File: src/rtl/uart_tx_module.sv
// UART transmitter: one parallel word per accepted request becomes a start bit,
// LSB-first data, optional parity and one or two stop bits on a registered TXD.
module uart_tx_module #(
  parameter int CLK_FREQ  = 50_000_000,
  parameter int BAUD      = 9600,
  parameter int DATA_BITS = 8,
  parameter int PARITY    = 0,
  parameter int STOP_BITS = 1
) (
  input  logic                 CLOCK,
  input  logic                 RST,
  input  logic [DATA_BITS-1:0] TX_Data,
  input  logic                 TX_En_Sig,
  output logic                 TX_Ready,
  output logic                 TX_Done_Sig,
  output logic                 TXD
);

  localparam int BPS = CLK_FREQ / BAUD;
  localparam int CW  = (BPS > 1) ? $clog2(BPS) : 1;
  localparam logic [CW-1:0] CNT_MAX   = CW'(BPS - 1);
  localparam logic [2:0]    LAST_DATA = 3'(DATA_BITS - 1);
  localparam logic [2:0]    LAST_STOP = 3'(STOP_BITS - 1);

  typedef enum logic [2:0] {IDLE, START, DATA, PAR, STOP} state_t;

  state_t               state_q, state_d;
  logic [CW-1:0]        cnt_q, cnt_d;
  logic [2:0]           idx_q, idx_d;
  logic [DATA_BITS-1:0] shift_q, shift_d;
  logic                 parity_q, parity_d;
  logic                 txd_q, txd_d;
  logic                 done_q, done_d;
  logic                 bitEnd;

  always_ff @(posedge CLOCK or posedge RST) begin
    if (RST) begin
      state_q  <= IDLE;
      cnt_q    <= '0;
      idx_q    <= '0;
      shift_q  <= '0;
      parity_q <= 1'b0;
      txd_q    <= 1'b1;
      done_q   <= 1'b0;
    end else begin
      state_q  <= state_d;
      cnt_q    <= cnt_d;
      idx_q    <= idx_d;
      shift_q  <= shift_d;
      parity_q <= parity_d;
      txd_q    <= txd_d;
      done_q   <= done_d;
    end
  end

  assign bitEnd = (cnt_q == CNT_MAX);

  // txd_d is the value the line takes in the next cycle, so TXD leaves a flop only
  always_comb begin
    state_d  = state_q;
    cnt_d    = cnt_q;
    idx_d    = idx_q;
    shift_d  = shift_q;
    parity_d = parity_q;
    txd_d    = txd_q;
    done_d   = 1'b0;

    if (state_q == IDLE) begin
      cnt_d = '0;
      idx_d = '0;
      txd_d = 1'b1;
      if (TX_En_Sig) begin
        shift_d  = TX_Data;
        parity_d = (PARITY == 1) ? ~(^TX_Data) : (^TX_Data);
        txd_d    = 1'b0;
        state_d  = START;
      end
    end else if (!bitEnd) begin
      cnt_d = cnt_q + CW'(1);
    end else begin
      cnt_d = '0;
      case (state_q)
        START: begin
          txd_d   = shift_q[0];
          shift_d = shift_q >> 1;
          idx_d   = '0;
          state_d = DATA;
        end
        DATA: begin
          if (idx_q == LAST_DATA) begin
            idx_d = '0;
            if (PARITY != 0) begin
              txd_d   = parity_q;
              state_d = PAR;
            end else begin
              txd_d   = 1'b1;
              state_d = STOP;
            end
          end else begin
            idx_d   = idx_q + 3'd1;
            txd_d   = shift_q[0];
            shift_d = shift_q >> 1;
          end
        end
        PAR: begin
          txd_d   = 1'b1;
          state_d = STOP;
        end
        STOP: begin
          txd_d = 1'b1;
          if (idx_q == LAST_STOP) begin
            done_d  = 1'b1;
            state_d = IDLE;
          end else begin
            idx_d = idx_q + 3'd1;
          end
        end
        default: begin
          txd_d   = 1'b1;
          state_d = IDLE;
        end
      endcase
    end
  end

  assign TX_Ready    = (state_q == IDLE);
  assign TX_Done_Sig = done_q;
  assign TXD         = txd_q;

endmodule

File: config.mk
export PLATFORM = sky130hd
export DESIGN_NAME = uart_tx_module
export DESIGN_NICKNAME = d
export VERILOG_FILES = /design/src/rtl/uart_tx_module.sv
export SDC_FILE = /design/constraint.sdc
export NUM_CORES = 1
export LEC_CHECK = 0
export CORE_ASPECT_RATIO = 1.4
export CORE_MARGIN = 2
export CORE_UTILIZATION = 56
export DETAILED_ROUTE_END_ITERATION = 10
export PLACE_DENSITY = 0.78
export SLEW_MARGIN = 20
export SYNTH_ARGS = -nofsm -noshare
export SYNTH_HDL_FRONTEND = slang
export SYNTH_SLANG_ARGS = --single-unit
File: constraint.sdc
create_clock -name CLOCK -period 2.06 [get_ports CLOCK]
set_input_delay 0.206 -clock CLOCK [delete_from_list [all_inputs] [get_ports CLOCK]]
set_output_delay 0.206 -clock CLOCK [all_outputs]
set_load 0.02 [all_outputs]
==> Flow_metrics.wiki, run 1 <==
{| class="wikitable"
! Metric !! Value
|-
| Outcome || finished, final reports clean
|-
| Chip Height || roughly 67 µm
|-
| Final Setup Violations || 0
|-
| Yosys Warn Count || 0
|-
| Diodes inserted || 0
|-
| Starting utilization of the core area || 59.2%
|-
| Clock buffer depth || 2
|-
| Detailed-route wire length per cell || 14.5 µm
|-
| Placed wire-length estimate after detailed placement || approximately 2400 µm
|-
| Number of hold violations in the final report || 0
|-
| Critical Path, Cell by Cell || ha_1, and4bb_2, nand3_1, o311ai_2, mux2_2
|-
| Unrepaired setup endpoints after global routing || false
|-
| Cell area after placement || ~0.0018 mm²
|-
| Maximum resistive drop on vdd || about 0.49 mV
|-
| Critical path endpoint category || flip-flop
|-
| Actual transition at the worst max-transition pin || just over 0.5 ns
|-
| Data required time at the worst endpoint || around 2.3 ns
|-
| CTS Buf Count || 5
|-
| Worst setup path startpoint || cnt_q[1]$_DFF_PP0_
|-
| Clock input transition at the sequential cells of the worst setup and hold paths || approximately 0.10 ns
|-
| First-pass GRT wire length || 5620 µm
|-
| Crit path time final || 1.94 ns
|-
| Chip Width || between 40 and 50 µm
|-
| Stage delay of the slowest cell on the critical path || 0.42 ns
|-
| Kind of launch point of the worst setup path || flip-flop
|-
| Endpoint of the lowest-slack register-to-register path || idx_q[2]$_DFFE_PP0P_
|-
| Synth-to-Final Area Change || 18.5%
|-
| Clk sink count || 29
|-
| Vias in the first global route || about 1300
|-
| Upper clock frequency limit || ~0.52 GHz
|-
| Max-slew violation count || 0
|-
| Die Outline Area || between 0.003 and 0.004 mm²
|-
| Predominant post-synthesis flop cell || dfrtp_1
|-
| Buffers & Inverters on Critical Path || 0
|-
| Total grt overflow || 0
|-
| Area of the mapped netlist || 0.00157 mm²
|-
| Async set-reset flop share out of synthesis || 100%
|-
| Top fanout value on the critical path || 4
|-
| Net count, final || 201
|-
| Static leakage || just over 0.8 nW
|-
| Part of the cycle the worst path needs || between 90% and 100%
|-
| Core region area || between 0.002 and 0.003 mm²
|-
| Mean number of vias per cell || 5.76
|-
| Root Driver || clkbuf_4
|-
| Worst rel slew slack || between 60 and 70%
|-
| Floorplan row count || 22
|-
| Number of cells traversed by the worst register-to-register path || 5
|-
| Post-CTS Hold Fix Bufs || 0
|-
| Family of cells with the greatest summed delay on the critical path || simple AND/OR/NAND/NOR gates
|-
| Power per Cell Area || approximately 550 mW/mm²
|-
| Synthesis-stage register bit count || 29
|-
| Largest net degree at the start of global routing || 17
|-
| Total GRT Usage || 22.6%
|-
| Total wirelength of the detailed-routed design || 3220 µm
|-
| Post-route clock skew || about 0.011 ns
|-
| Setup slack of the most critical reg-to-reg path || about 0.12 ns
|-
| H-tree lvl count || 2
|-
| Routed vias || roughly 1300
|-
| DR pass1 iterations || 6
|-
| Setup tns final || 0 ns
|-
| Instance count of the mapped netlist || between 150 and 200
|-
| Class of the worst hold path || in -> async
|-
| Synthesized Nets || 179
|-
| CTS tree || yes
|-
| Number of distinct library cell variants in the gate-level netlist after synthesis || 35
|-
| Post-synthesis average cell area || about 9.6 µm²
|-
| Sequential-to-total area share from yosys stat || ~46%
|-
| Count of flip-flops with a built-in enable after synthesis || 0
|-
| Share of layout cells above drive strength 1 || between 10% and 20%
|-
| Number of violations reported at the end of detailed-routing iteration 0 || 33
|-
| Data arrival time of the worst path || approximately 2.1 ns
|-
| I/O Buffers || 13
|-
| Cell at the slowest stage of the critical path || dfrtp_1
|-
| Final design area excluding fillers || 0.00185 mm²
|-
| Reported max-cap violation count || 0
|-
| Number of nets with antenna violations after detailed routing || 0
|-
| Final RePlAce weighted congestion || approximately 0.84
|-
| Boundary pin count || 14
|-
| Remaining routing DRC violations || 0
|-
| Startpoint of the worst-slack reg-to-reg timing path || cnt_q[1]$_DFF_PP0_
|-
| Number of antenna violations at the first check in global routing || 0
|-
| Worst-Skew Late Latency || 0.32 ns
|-
| Path type of the worst setup path || reg -> reg
|}
## stage by stage
step	util, %	std cells	power, mW	hold slack (ns)	setup slack (ns)
floorplan	-	163	0.611	0.283	0.246
global placement	66.5	213	0.636	0.469	0.137
detailed placement	66.5	213	0.639	0.479	0.0573
CTS	69.1	221	1.03	0.218	0.0448
global route	70.2	222	1.07	0.248	0.0112
finish	70.2	222	1.02	0.204	0.123
## layout by cell type (no fill, tap or decap), types with 2 or more instances in the layout
master           netlist  routed
and3_1                 2       2
and4bb_2               3       3
buf_4                  0       7
clkbuf_4               0       5
clkbuf_8               0       2
clkdlybuf4s50_1        0      12
clkinv_2               1       2
dfrtp_1               28      28
ha_1                   5       5
inv_1                  7       7
mux2_2                 8       8
nand2_1               25      25
nand2b_1               4       4
nand3_1                9       9
nand4_1                2       2
nor2_1                19      19
nor3_1                 3       3
nor4_1                 4       4
o21ai_0                9       9
o22ai_1                3       3
o31ai_1                2       2
xnor2_1                8       8
xor2_1                 2       2
## cells in the mapped netlist, types with 2 or more instances
master    count  area [µm²]
nor3_1        3        15.0
nor2_1       19        71.3
ha_1          5        62.6
mux2_2        8        90.1
nand2_1      25        93.8
xor2_1        2        17.5
nor4_1        4        25.0
nand3_1       9        45.0
o31ai_1       2        15.0
and3_1        2        12.5
buf_2         4        20.0
and4bb_2      3        37.5
o21ai_0       9        45.0
nand2b_1      4        25.0
inv_1         7        26.3
nand4_1       2        12.5
xnor2_1       8        70.1
o22ai_1       3        18.8
dfrtp_1      28         701
## state kept, by name, indices dropped and copies added, names as in the netlist
name / count
cnt_q: 13
shift_q: 8
idx_q: 3
state_q: 3
TXD: 1
TX_Done_Sig: 1
## per-layer routing
metal / part of all wire [%] / vias up / GRT usage [%] / wire length (µm)
met5: 0 / - / 0 / 0
met4: 2.2 / 0 / 9.64 / 70
met3: 4.5 / 10 / 4.26 / 146
met2: 54 / 42 / 43.5 / 1730
met1: 39 / 620 / 23.7 / 1270
li1: - / 606 / - / -
## cell type report
cell class | instances | area (µm²)
inverters | 8 | 31.3
well taps | 36 | 45.0
clock inverters | 1 | 5.00
multi-input cells | 120 | 779
fillers | 213 | 788
repair buffers | 21 | 201
flip-flops and latches | 29 | 727
clock buffers | 7 | 65.1
## how the worst max path moves through the flow
stage	endpoint	cells past startpoint
floorplan	shift_q[0]$_DFFE_PP0P_	5
global placement	shift_q[2]$_DFFE_PP0P_	6
detailed placement	shift_q[3]$_DFFE_PP0P_	6
CTS	shift_q[2]$_DFFE_PP0P_	6
global route	idx_q[2]$_DFFE_PP0P_	5
finish	idx_q[2]$_DFFE_PP0P_	5
## what timing repair did
action / CTS / global route
setup endpoints to repair: 1 / 7
resized for setup: 1 / 1
setup buffers: 0 / 1
pin swaps: 0 / 1
## power by group
group / switching [mW] / internal, mW
Combinational: 0.0195 / 0.0263
Clock: 0.198 / 0.198
Sequential: 0.00393 / 0.577
Total: 0.222 / 0.801
## kinds of logic after synthesis
group | Yosys count | share of synthesized area (%)
AND/OR/NAND/NOR | 76 | 24.5
buffers and inverters | 14 | 4.24
multiplexers | 8 | 5.76
adder cells (fa/ha/maj) | 5 | 4.00
XOR/XNOR | 10 | 5.60
AO/OA/AOI/OAI | 21 | 9.43
flip-flops | 29 | 46.4
(Power assumes the default switching activity.)
==> run 2: changes to the inputs <==
--- a/config.mk
+++ b/config.mk
@@ -6,7 +6,7 @@
 export NUM_CORES = 1
 export LEC_CHECK = 0
 export CORE_ASPECT_RATIO = 1.4
-export CORE_MARGIN = 2
+export CORE_MARGIN = 10
 export CORE_UTILIZATION = 56
 export DETAILED_ROUTE_END_ITERATION = 10
 export PLACE_DENSITY = 0.78
==> Flow_metrics.wiki, run 2 (synthesized netlist as in run 1, its figures left out) <==
{| class="wikitable"
! Metric !! Value
|-
| Clock input transition at the sequential cells of the worst setup and hold paths || 0.09 ns (about the same)
|-
| Family of cells with the greatest summed delay on the critical path || simple AND/OR/NAND/NOR gates
|-
| Worst-Skew Late Latency || 0.34 ns (+0.02 ns)
|-
| Upper clock frequency limit || 0.507 GHz (-1.8%)
|-
| Share of layout cells above drive strength 1 || 17.3% (-0.44 points)
|-
| Total wirelength of the detailed-routed design || 3020 µm (-6.5%)
|-
| Power per Cell Area || 553 mW/mm² (+0.29%)
|-
| Power consumption || 1.02 mW (-0.59%)
|-
| Worst Hold Slack || 0.229 ns (+0.0244 ns)
|-
| Register ranked first by flip-flop count || cnt_q
|-
| Detailed-route wire length per cell || 13.6 µm (-6.0%)
|-
| Final RePlAce weighted congestion || 0.848 (+0.80%)
|-
| Critical Path, Cell by Cell || ha_1, ha_1, o21ai_0, nand2b_1, nor3_4, mux2_2
|-
| Clock buffer depth || 2 (unchanged)
|-
| Worst setup path startpoint || idx_q[0]$_DFFE_PP0P_
|-
| Vias in the first global route || 1192 (-9.1%)
|-
| Cell area after placement || 0.00176 mm² (unchanged)
|-
| Critical Path End || shift_q[2]$_DFFE_PP0P_
|-
| I/O Buffers || 13 (unchanged)
|-
| Final design area excluding fillers || 0.00184 mm² (-0.88%)
|-
| Largest net degree at the start of global routing || 30 (+13)
|-
| Unrepaired setup endpoints after global routing || false
|-
| Starting utilization of the core area || 59.2% (unchanged)
|-
| CTS tree || yes
|-
| Met3 wirelength from detailed routing || 142 µm (-2.7%)
|-
| Net count, final || 200 (-0.50%)
|-
| First-pass GRT wire length || 5180 µm (-7.7%)
|-
| Buffers & Inverters on Critical Path || 0 (unchanged)
|-
| CTS Buf Count || 5 (unchanged)
|-
| Endpoint of the lowest-slack register-to-register path || shift_q[2]$_DFFE_PP0P_
|-
| Cell at the slowest stage of the critical path || dfrtp_1
|-
| Routed vias || 1221 (-4.5%)
|-
| Commonest non-fill, non-tap cell in the layout || dfrtp_1
|-
| Post-CTS Hold Fix Bufs || 0 (unchanged)
|-
| Startpoint of the worst-slack reg-to-reg timing path || idx_q[0]$_DFFE_PP0P_
|-
| Actual transition at the worst max-transition pin || 0.434 ns (-0.0824 ns)
|-
| Clk sink count || 29 (unchanged)
|-
| Path type of the worst setup path || reg -> reg
|-
| Max-slew violation count || 0 (unchanged)
|-
| Chip Width || 64.7 µm (+33%)
|-
| DR pass1 iterations || 4 (-2)
|-
| Post-cts sizing count || 0 (-1)
|-
| Levels on crit path || 6 (+1)
|-
| Die Outline Area || 0.00534 mm² (+65%)
|-
| Root Driver || clkbuf_4
|-
| Part of the cycle the worst path needs || 95.7% (+1.7 points)
|-
| Stage delay of the slowest cell on the critical path || 0.39 ns (-0.03 ns)
|-
| Final Setup Violations || 0 (unchanged)
|-
| H-tree lvl count || 2 (unchanged)
|-
| Total grt overflow || 0 (unchanged)
|-
| Setup slack of the most critical reg-to-reg path || 0.09 ns (-0.03 ns)
|-
| Static leakage || 0.816 nW (+0.71%)
|-
| Data arrival time of the worst path || 2.20 ns (+0.06 ns)
|-
| Maximum resistive drop on vdd || 0.422 mV (-14%)
|-
| Top Layer Used || met4
|-
| Count of buffers added by post-CTS timing repair for setup || 0 (unchanged)
|-
| Placed wire-length estimate after detailed placement || 2310 µm (-2.9%)
|-
| Floorplan row count || 22 (unchanged)
|-
| Diodes inserted || 0 (unchanged)
|-
| Met2 wirelength from detailed routing || 1610 µm (-7.4%)
|-
| Library cell appearing most often on the critical path || ha_1
|-
| Number of nets with antenna violations after detailed routing || 0 (unchanged)
|-
| Leading cell types in the layout, fill and taps excluded || dfrtp_1 (28), nand2_1 (25), nor2_1 (19)
|-
| Post-route clock skew || 0.0126 ns (+0.00116 ns)
|-
| Number of cells traversed by the worst register-to-register path || 6 (+1)
|-
| Number of antenna violations at the first check in global routing || 0 (unchanged)
|-
| Top fanout value on the critical path || 8 (+4)
|-
| Synth-to-Final Area Change || 17.4%
|-
| Number of violations reported at the end of detailed-routing iteration 0 || 53 (+61%)
|-
| Chip Height || 82.6 µm (+24%)
|-
| Class of the worst hold path || in -> async
|-
| Setup tns final || 0 ns (unchanged)
|-
| Worst rel slew slack || 71.0% (+5.5 points)
|-
| Mean number of vias per cell || 5.52 (-4.0%)
|-
| Data required time at the worst endpoint || 2.29 ns (+0.02 ns)
|-
| Largest registers || cnt_q (13), shift_q (8)
|-
| Outcome || finished, final reports clean
|-
| Reported max-cap violation count || 0 (unchanged)
|-
| Core utilization of the finished layout || 69.6% (-0.62 points)
|-
| Kind of launch point of the worst setup path || flip-flop
|-
| Wire length the detailed router placed on met1 || 1220 µm (-4.1%)
|-
| Number of hold violations in the final report || 0 (unchanged)
|-
| Remaining routing DRC violations || 0 (unchanged)
|-
| Critical path endpoint category || flip-flop
|-
| Core region area || 0.00264 mm² (unchanged)
|-
| Largest register FFs || 13 (unchanged)
|-
| Crit path time final || 1.97 ns (+0.0346 ns)
|-
| Total GRT Usage || 12.3% (-10 points)
|-
| Boundary pin count || 14 (unchanged)
|}
## run 2: cell count changes in the layout (fill, tap and decap cells not counted), sizes merged
| cell | delta |
|---|---|
| dlygate4sd2 | -1 |
| buf | -1 |
| dlymetal6s2s | +1 |
## run 2: layout make-up
class                           instances  area, µm²
Fill cell                             219        805
Multi-Input combinational cell        120        779
Sequential cell                        29        727
Timing Repair Buffer                   20        185
Clock buffer                            7       65.1
Tap cell                               36       45.0
Inverter                                8       31.3
Clock inverter                          1       5.00
## run 2: worst min-delay path by stage
stage	startpoint	end	slack, ns	cells past startpoint
after floorplan	RST	TX_Done_Sig$_DFF_PP0_	0.28	1
after global placement	TXD$_DFFE_PP1P_	TXD$_DFFE_PP1P_	0.47	2
after detailed placement	TXD$_DFFE_PP1P_	TXD$_DFFE_PP1P_	0.48	2
after CTS	RST	shift_q[3]$_DFFE_PP0P_	0.24	3
after global routing	RST	shift_q[4]$_DFFE_PP0P_	0.28	3
final	RST	shift_q[4]$_DFFE_PP0P_	0.23	3
## run 2: through the flow
| stage | setup slack, ns | std cells |
|---|---|---|
| finish | 0.0882 | 221 |
| global route | 0.00592 | 221 |
| CTS | 0.00207 | 221 |
| detailed placement | 0.0835 | 213 |
| global placement | 0.145 | 213 |
| floorplan | 0.246 | 163 |
## run 2: worst reg2reg max path: cells and delay by family (launching register included)
family | cells | cell delay, ns
adder cells (fa/ha/maj) | 2 | 0.43
flip-flops | 1 | 0.39
AND/OR/NAND/NOR | 2 | 0.51
AO/OA/AOI/OAI | 1 | 0.16
multiplexers | 1 | 0.38
## run 2: routing by layer
layer	GRT usage [%]	up-vias
met4	5.79	0
met5	0	-
li1	-	602
met1	12.9	594
met3	4.58	5
met2	21.5	20
## run 2: where the power goes
part	leakage, nW	internal [mW]	switching (mW)
Sequential	0.364	0.577	0.00374
Combinational	0.411	0.0264	0.0192
Clock	0.0413	0.197	0.193
